$ cat config.mk
export PLATFORM = sky130hd
export DESIGN_NAME = fact_sched
export DESIGN_NICKNAME = d
export VERILOG_FILES = /design/src/rtl/fact_sched.sv
export SDC_FILE = /design/constraint.sdc
export NUM_CORES = 1
export LEC_CHECK = 0
export CAP_MARGIN = 15
export CORE_AREA = 2 2 76 78
export DETAILED_ROUTE_END_ITERATION = 12
export DIE_AREA = 0 0 78 80
export HOLD_SLACK_MARGIN = 0.15
export MAX_ROUTING_LAYER = met4
export PLACE_DENSITY = 0.86
export SYNTH_ARGS = -nofsm -noshare
export SYNTH_HDL_FRONTEND = slang
export SYNTH_SLANG_ARGS = --single-unit
$ cat constraint.sdc
create_clock -name i_clk -period 5.1 [get_ports i_clk]
set_clock_uncertainty 0.15 [all_clocks]
set_input_delay 0.51 -clock i_clk [delete_from_list [all_inputs] [get_ports i_clk]]
set_output_delay 0.51 -clock i_clk [all_outputs]
set_load 0.01 [all_outputs]
$ cat src/rtl/fact_sched.sv
// Round-robin scheduler sharing one factorial engine among NREQ requesters.
// Operands n<=1 and n>MAXN are answered directly; others launch the engine and wait for done or timeout.
module fact_sched #(
  parameter int NREQ = 4,
  parameter int W    = 4,
  parameter int DW   = 32,
  parameter int MAXN = 12,
  parameter int TMO  = 255
) (
  input  logic              i_clk,
  input  logic              i_rst,
  input  logic [NREQ-1:0]   i_req,
  input  logic [NREQ*W-1:0] i_req_n,
  output logic [NREQ-1:0]   o_ack,
  output logic [NREQ-1:0]   o_rsp_valid,
  output logic [DW-1:0]     o_rsp_data,
  output logic [1:0]        o_rsp_code,
  output logic              o_eng_go,
  output logic [W-1:0]      o_eng_n,
  input  logic              i_eng_done,
  input  logic [DW-1:0]     i_eng_result,
  output logic              o_busy
);

  localparam int         PW         = $clog2(NREQ);
  localparam logic [7:0] TMO_C      = 8'(TMO);
  localparam logic [1:0] CODE_OK    = 2'd0;
  localparam logic [1:0] CODE_RANGE = 2'd1;
  localparam logic [1:0] CODE_TMO   = 2'd2;

  typedef enum logic [2:0] {
    S_IDLE,
    S_GRANT,
    S_LAUNCH,
    S_WAIT,
    S_RESPOND
  } state_t;

  state_t            r_state;
  state_t            w_next_state;
  logic [PW-1:0]     r_ptr;
  logic [PW-1:0]     w_next_ptr;
  logic [PW-1:0]     r_winner;
  logic [PW-1:0]     w_next_winner;
  logic [7:0]        r_cnt;
  logic [7:0]        w_next_cnt;

  logic [NREQ-1:0]   r_ack;
  logic [NREQ-1:0]   w_next_ack;
  logic [NREQ-1:0]   r_rsp_valid;
  logic [NREQ-1:0]   w_next_rsp_valid;
  logic [DW-1:0]     r_rsp_data;
  logic [DW-1:0]     w_next_rsp_data;
  logic [1:0]        r_rsp_code;
  logic [1:0]        w_next_rsp_code;
  logic              r_eng_go;
  logic              w_next_eng_go;
  logic [W-1:0]      r_eng_n;
  logic [W-1:0]      w_next_eng_n;
  logic              r_busy;

  logic              w_found;
  logic [PW-1:0]     w_win_idx;
  int                w_cand;
  logic [W-1:0]      w_gn;

  function automatic logic [NREQ-1:0] onehot(input logic [PW-1:0] idx);
    onehot      = '0;
    onehot[idx] = 1'b1;
  endfunction

  // First active requester at or above the pointer, wrapping modulo NREQ.
  always_comb begin
    w_found   = 1'b0;
    w_win_idx = r_ptr;
    w_cand    = 0;
    for (int k = 0; k < NREQ; k++) begin
      w_cand = (int'(r_ptr) + k) % NREQ;
      if (!w_found && i_req[PW'(w_cand)]) begin
        w_found   = 1'b1;
        w_win_idx = PW'(w_cand);
      end
    end
  end

  assign w_gn = i_req_n[int'(r_winner)*W +: W];

  always_comb begin
    w_next_state     = r_state;
    w_next_ptr       = r_ptr;
    w_next_winner    = r_winner;
    w_next_cnt       = r_cnt;
    w_next_ack       = '0;
    w_next_rsp_valid = '0;
    w_next_rsp_data  = '0;
    w_next_rsp_code  = CODE_OK;
    w_next_eng_go    = 1'b0;
    w_next_eng_n     = r_eng_n;

    unique case (r_state)
      S_IDLE: begin
        if (w_found) begin
          w_next_winner = w_win_idx;
          w_next_ack    = onehot(w_win_idx);
          w_next_state  = S_GRANT;
        end
      end

      S_GRANT: begin
        w_next_ptr = (r_winner == PW'(NREQ-1)) ? '0 : r_winner + PW'(1);
        if (32'(w_gn) <= 32'd1) begin
          w_next_rsp_valid = onehot(r_winner);
          w_next_rsp_data  = DW'(1);
          w_next_rsp_code  = CODE_OK;
          w_next_state     = S_RESPOND;
        end else if (32'(w_gn) > 32'(MAXN)) begin
          w_next_rsp_valid = onehot(r_winner);
          w_next_rsp_data  = '0;
          w_next_rsp_code  = CODE_RANGE;
          w_next_state     = S_RESPOND;
        end else begin
          w_next_eng_go = 1'b1;
          w_next_eng_n  = w_gn;
          w_next_state  = S_LAUNCH;
        end
      end

      S_LAUNCH: begin
        w_next_cnt   = '0;
        w_next_state = S_WAIT;
      end

      // A done arriving in the same cycle as the timeout still counts as success.
      S_WAIT: begin
        if (i_eng_done) begin
          w_next_rsp_valid = onehot(r_winner);
          w_next_rsp_data  = i_eng_result;
          w_next_rsp_code  = CODE_OK;
          w_next_state     = S_RESPOND;
        end else if (r_cnt == TMO_C) begin
          w_next_rsp_valid = onehot(r_winner);
          w_next_rsp_data  = '0;
          w_next_rsp_code  = CODE_TMO;
          w_next_state     = S_RESPOND;
        end else begin
          w_next_cnt = r_cnt + 8'd1;
        end
      end

      S_RESPOND: begin
        w_next_state = S_IDLE;
      end

      default: begin
        w_next_state = S_IDLE;
      end
    endcase
  end

  always_ff @(posedge i_clk) begin
    if (i_rst) begin
      r_state     <= S_IDLE;
      r_ptr       <= '0;
      r_winner    <= '0;
      r_cnt       <= '0;
      r_ack       <= '0;
      r_rsp_valid <= '0;
      r_rsp_data  <= '0;
      r_rsp_code  <= '0;
      r_eng_go    <= 1'b0;
      r_eng_n     <= '0;
      r_busy      <= 1'b0;
    end else begin
      r_state     <= w_next_state;
      r_ptr       <= w_next_ptr;
      r_winner    <= w_next_winner;
      r_cnt       <= w_next_cnt;
      r_ack       <= w_next_ack;
      r_rsp_valid <= w_next_rsp_valid;
      r_rsp_data  <= w_next_rsp_data;
      r_rsp_code  <= w_next_rsp_code;
      r_eng_go    <= w_next_eng_go;
      r_eng_n     <= w_next_eng_n;
      r_busy      <= (w_next_state != S_IDLE);
    end
  end

  assign o_ack       = r_ack;
  assign o_rsp_valid = r_rsp_valid;
  assign o_rsp_data  = r_rsp_data;
  assign o_rsp_code  = r_rsp_code;
  assign o_eng_go    = r_eng_go;
  assign o_eng_n     = r_eng_n;
  assign o_busy      = r_busy;

endmodule

== Word level (Yosys, flattened, before mapping) ==
Index checks and enable logic that the tools add are counted.
Storage, ports and cells
  output and inout bits: 48
  register bits: 63
Cells by class
  shift-type cells: 1
  reductions and logical operators: 16
  equal/unequal tests: 7
  bitwise logic cells: 5
  $add $sub $neg: 5
  muxes and demuxes: 47
  order comparisons: 10
Operator list (number)
  $pmux 32 s2: 1
  $mux 32: 1
  $mux 1: 18
  $lt 2x4->1 const B: 4
  $mux 4: 4
  $mux 8: 2
  $pmux 8 s2: 1
  $shiftx 16x5->4: 1
  $mux 3: 5
  $mux 2: 6
  $pmux 3 s4: 1
  $add 8x1->8 const B: 1
  $bmux 1 s2: 4
  $eq 8x8->1 const B: 1
  $pmux 4 s2: 1
  $eq 3x2->1 const B: 2
  $lt 2x3->1 const B: 2
  $reduce_and 3->1: 2
  $reduce_or 3->1: 2
  $logic_and 1x1->1: 5
  $not 1->1: 5
  $add 2x1->2 const B: 2
  $add 2x2->2 const B: 2
  $demux 1 s2: 2
  other kinds (12): 16

== Longest topological paths before layout ==
  word-level depth: 17
  gate-level depth with buffers: 7

== Worst setup path before layout ==
OpenSTA, ideal clock, no wires.
  path type: flip-flop to flip-flop
  from: register r_cnt[0]
  to: register r_cnt[7]
  data arrival time: 1861 ps
  data required time: 4880 ps
  clock period less this slack: 2080 ps
  setup slack: 3020 ps
  library setup time: 70 ps
  stages on the path, launching flop included: 8
  path through: dfxtp_1 > ha_1 > and3_1 > a31o_2 > a21o_1 > clkbuf_1 > or4_1 > a21oi_1
On the way
  cells in the longest elaborated chain, start to end: 4
RTL lines
  from (decl): line 45  | logic [7:0] r_cnt;
  from (signal assigned): line 177  | r_cnt <= w_next_cnt;
  $add 8x1->8: line 146  | w_next_cnt = r_cnt + 8'd1;
  $mux 8: line 140  | end else if (r_cnt == TMO_C) begin
  $mux 8: line 135  | if (i_eng_done) begin
  $pmux 8 s2: line 100  | unique case (r_state)
Parallel ways exist; a longest one is shown, timed or not. The select of a mux whose other input is x is not followed.
A chain may end at the register's enable or synchronous reset.

== Worst setup path after layout ==
  from: register r_winner[0]
  to: register r_eng_n[0], in the netlist o_eng_n[0]
On the way
  cells in the longest elaborated chain, start to end: 4
RTL lines
  from (decl): line 43  | logic [PW-1:0] r_winner;
  from (signal assigned): line 176  | r_winner <= w_next_winner;
  $shiftx 16x5->4 (*): line 86  | assign w_gn = i_req_n[int'(r_winner)*W +: W];
  $gt 4x4->1 or $le 4x1->1 (tied branches): line 116, 111
  $not 1->1 (no source line)
  $reduce_and 3->1 (no source line)
  to (signal assigned): line 183  | r_eng_n <= w_next_eng_n;
  to (decl): line 58  | logic [W-1:0] r_eng_n;
Mark *: on every way between the ends. The rest lies on a longest branch, timed or not.

==> impl_metrics.ini <==
[hold_path]
holdPathStages = 2
hp-start = o_eng_n[1]$_SDFFE_PP0P_
hold_end = o_eng_n[1]$_SDFFE_PP0P_
holdCritPathClass = reg -> reg

[final_layout]
final_cell_area_sq_um = 3590
n_antenna_cell = 0
final_core_util_pct = 66.5
drive_gt1_share_pct = 8.68
instances_no_fill = 406
synthToLayoutAreaGrowth_pct = 56.2
nets = 389
n_fill_cell = 442

[sta]
holdWs_ps = 304
drv_slew = 0
fin_crit_sh_pct = 45.2
rsz0062_at_grt = no
fmax_mhz = 434
setup_viol = 0
relSlewSlack_pct = 53.8
max_slew.worst_pin.slew_ps = 691
min_period_ps = 2300
hold_violations = 0
tns_ps = 0
setup_slack_ps = 2800

[placed_design]
portBuffers = 102
globalplace.congestion = 0.832
post-dp-hpwl_mm = 4.05
dp.cells = 390
place_area_sq_um = 3380
pre_cts_ws_ps = 2490

[cts]
numCtsBuffers = 9
cts-htree-levels = 3
cts_tree = built
holdBufCountCts = 0
clk_pin_slew_worst_paths_ps = 60
cts_setup_buffers = 0
cts_buffer_depth = 2
cts_sinks = 63
cts-root-buf = clkbuf_8
cts_resized = 0
clock_latency_ps = 330

[yosys]
synth_cells = 224
synth_top_area_share_pct = 54.8
synth-edff-count = 0
synth_common_cells = dfxtp_1 (63), and2_1 (35), nor2_1 (20)
synth_async_sr_flop_share_pct = 0
syn_area_sq_um = 2300
yosys_warnings = 0
synthFlopType = dfxtp_1
yosysSeqAreaShare_pct = 54.8
syn_avg_cell_area_sq_um = 10.3
post-synth-top-count-cell = dfxtp_1
synth_cell_type_count = 38
synth_top_cell_by_area = dfxtp_1
synth-seq-cells = 63
syn-num-nets = 284
synth_top_cells_by_area = dfxtp_1 (55%), and2_1 (9.5%), mux4_2 (3.9%)

[setup_path]
crit_chain = mux4_2 -> or3_4 -> nand3_2 -> mux2i_1 -> nor2_1
worstReg2RegEnd = o_eng_n[0]$_SDFFE_PP0P_
path_max_fanout = 9
end_kind = flip-flop
worstRegToRegCells = 5
required_ps = 5140
crit_arrival_ps = 2340
cpMaxStageDelayCell = mux4_2
start_kind = flip-flop
critPathMaxStageDelay_ps = 610
rrSetupSlack_ps = 2800
critical_path_class = reg -> reg
r2r-start = r_winner[0]$_SDFFE_PP0P_

[drt]
ant_nets = 0
drt-total-wl_mm = 5.24
detail_route.wl_per_cell_um = 12.9
drtIter0Drc = 87
viasPerCell = 4.80
drc = 0
drtPass1Iterations = 4
vias = 1949

[die]
die_x_um = 78
num_rows = 27
start_util_pct = 42.6
die_h_um = 80
core-area_sq_um = 5410
io_pins = 103
die-area_sq_um = 6240

[flow_run]
max-cap-violations = 0

[status]
outcome = finished, final reports clean

[power]
p_per_area_nw_per_um2 = 373
ir_worst_vdd_mv = 0.367
power.leakage_nw = 1.36
total_power_mw = 1.34

[global_routing]
grt_max_degree = 21
track_usage_pct = 18.1
grt_pass1_vias = 1935
grt_pass1_wl_mm = 8.54
grt-ovfl-total = 0
antenna_found_initial = 0
-- sequential cells by signal, summed over array words and instances (netlist names) --
signal	count
o_eng_n	4
r_ptr	2
o_rsp_code	2
o_ack	4
r_winner	2
r_state	3
r_cnt	8
o_rsp_data	32
o_busy	1
o_rsp_valid	4
o_eng_go	1
-- report_power, final --
group	switching, mW	internal [mW]	leakage [nW]
registers	0.0404	0.536	0.510
clock network	0.185	0.274	0.110
logic	0.147	0.159	0.741
total	0.372	0.969	1.36
-- critical path, delay by kind of cell, from the launching register on --
kind | cells | cell delay, ps
muxes | 2 | 820
and+or+nand+nor | 3 | 630
DFF | 1 | 570
-- cell families (layout without fill, tap and decap cells) --
family / count (synthesis) / after routing / synth area share, %
simple gates: 93 / 93 / 22.1
fa+ha+maj: 5 / 5 / 2.72
mux: 7 / 7 / 5.27
xor+xnor: 3 / 3 / 1.14
buf+inv: 16 / 126 / 2.99
compound gates: 37 / 37 / 11.0
flops: 63 / 63 / 54.8
-- cells in the final DEF, fill, tap and decap left out, types with 2 or more instances in the layout --
| master | instances |
|---|---|
| bufinv_16 | 2 |
| nand3_1 | 7 |
| nor2_1 | 20 |
| nand2b_1 | 3 |
| dfxtp_1 | 63 |
| nand2_1 | 11 |
| clkbuf_8 | 9 |
| and2_1 | 35 |
| or4_1 | 3 |
| inv_1 | 7 |
| mux2i_1 | 2 |
| xnor2_1 | 3 |
| a21o_1 | 2 |
| and3_1 | 3 |
| a211oi_1 | 4 |
| o31ai_1 | 2 |
| clkdlybuf4s50_1 | 102 |
| mux4_2 | 4 |
| nor4_1 | 3 |
| clkinv_2 | 3 |
| o21ai_0 | 5 |
| nor3_1 | 2 |
| a21oi_1 | 13 |
| ha_1 | 5 |
| o22ai_1 | 3 |
-- layout make-up --
cell class	instances	area, sq um	area share (%)
repair buffers	103	1030	28.6
multi-input cells	145	976	27.2
flip-flops and latches	63	1260	35.1
inverters	7	26.3	0.731
clock inverters	6	83.8	2.33
clock buffers	10	128	3.55
well taps	72	90.1	2.51
-- worst max-delay path by stage --
| stage | depth (start not counted) | start | endpoint | slack, ps |
|---|---|---|---|---|
| 6_report | 5 | r_winner[0]$_SDFFE_PP0P_ | o_eng_n[0]$_SDFFE_PP0P_ | 2800 |
| 5_1_grt | 5 | r_winner[0]$_SDFFE_PP0P_ | o_eng_n[0]$_SDFFE_PP0P_ | 2640 |
| 4_1_cts | 5 | r_winner[0]$_SDFFE_PP0P_ | o_eng_n[0]$_SDFFE_PP0P_ | 2780 |
| 3_5_place_dp | 4 | i_rst | o_rsp_data[14]$_SDFF_PP0_ | 2490 |
| 3_3_place_gp | 4 | i_rst | o_rsp_data[24]$_SDFF_PP0_ | 2570 |
| 2_1_floorplan | 7 | r_cnt[0]$_SDFFE_PP0P_ | r_cnt[7]$_SDFFE_PP0P_ | 3020 |
-- routing by layer --
layer  vias to the layer above  track usage, %  share of wire (%)
li1                        976               -                  -
met1                       900            19.6                 41
met2                        59            29.9                 50
met3                        14            5.32                5.5
met4                         0            10.0                2.8
met5                         -               -                  0
Power figures use the tool's default switching activity.
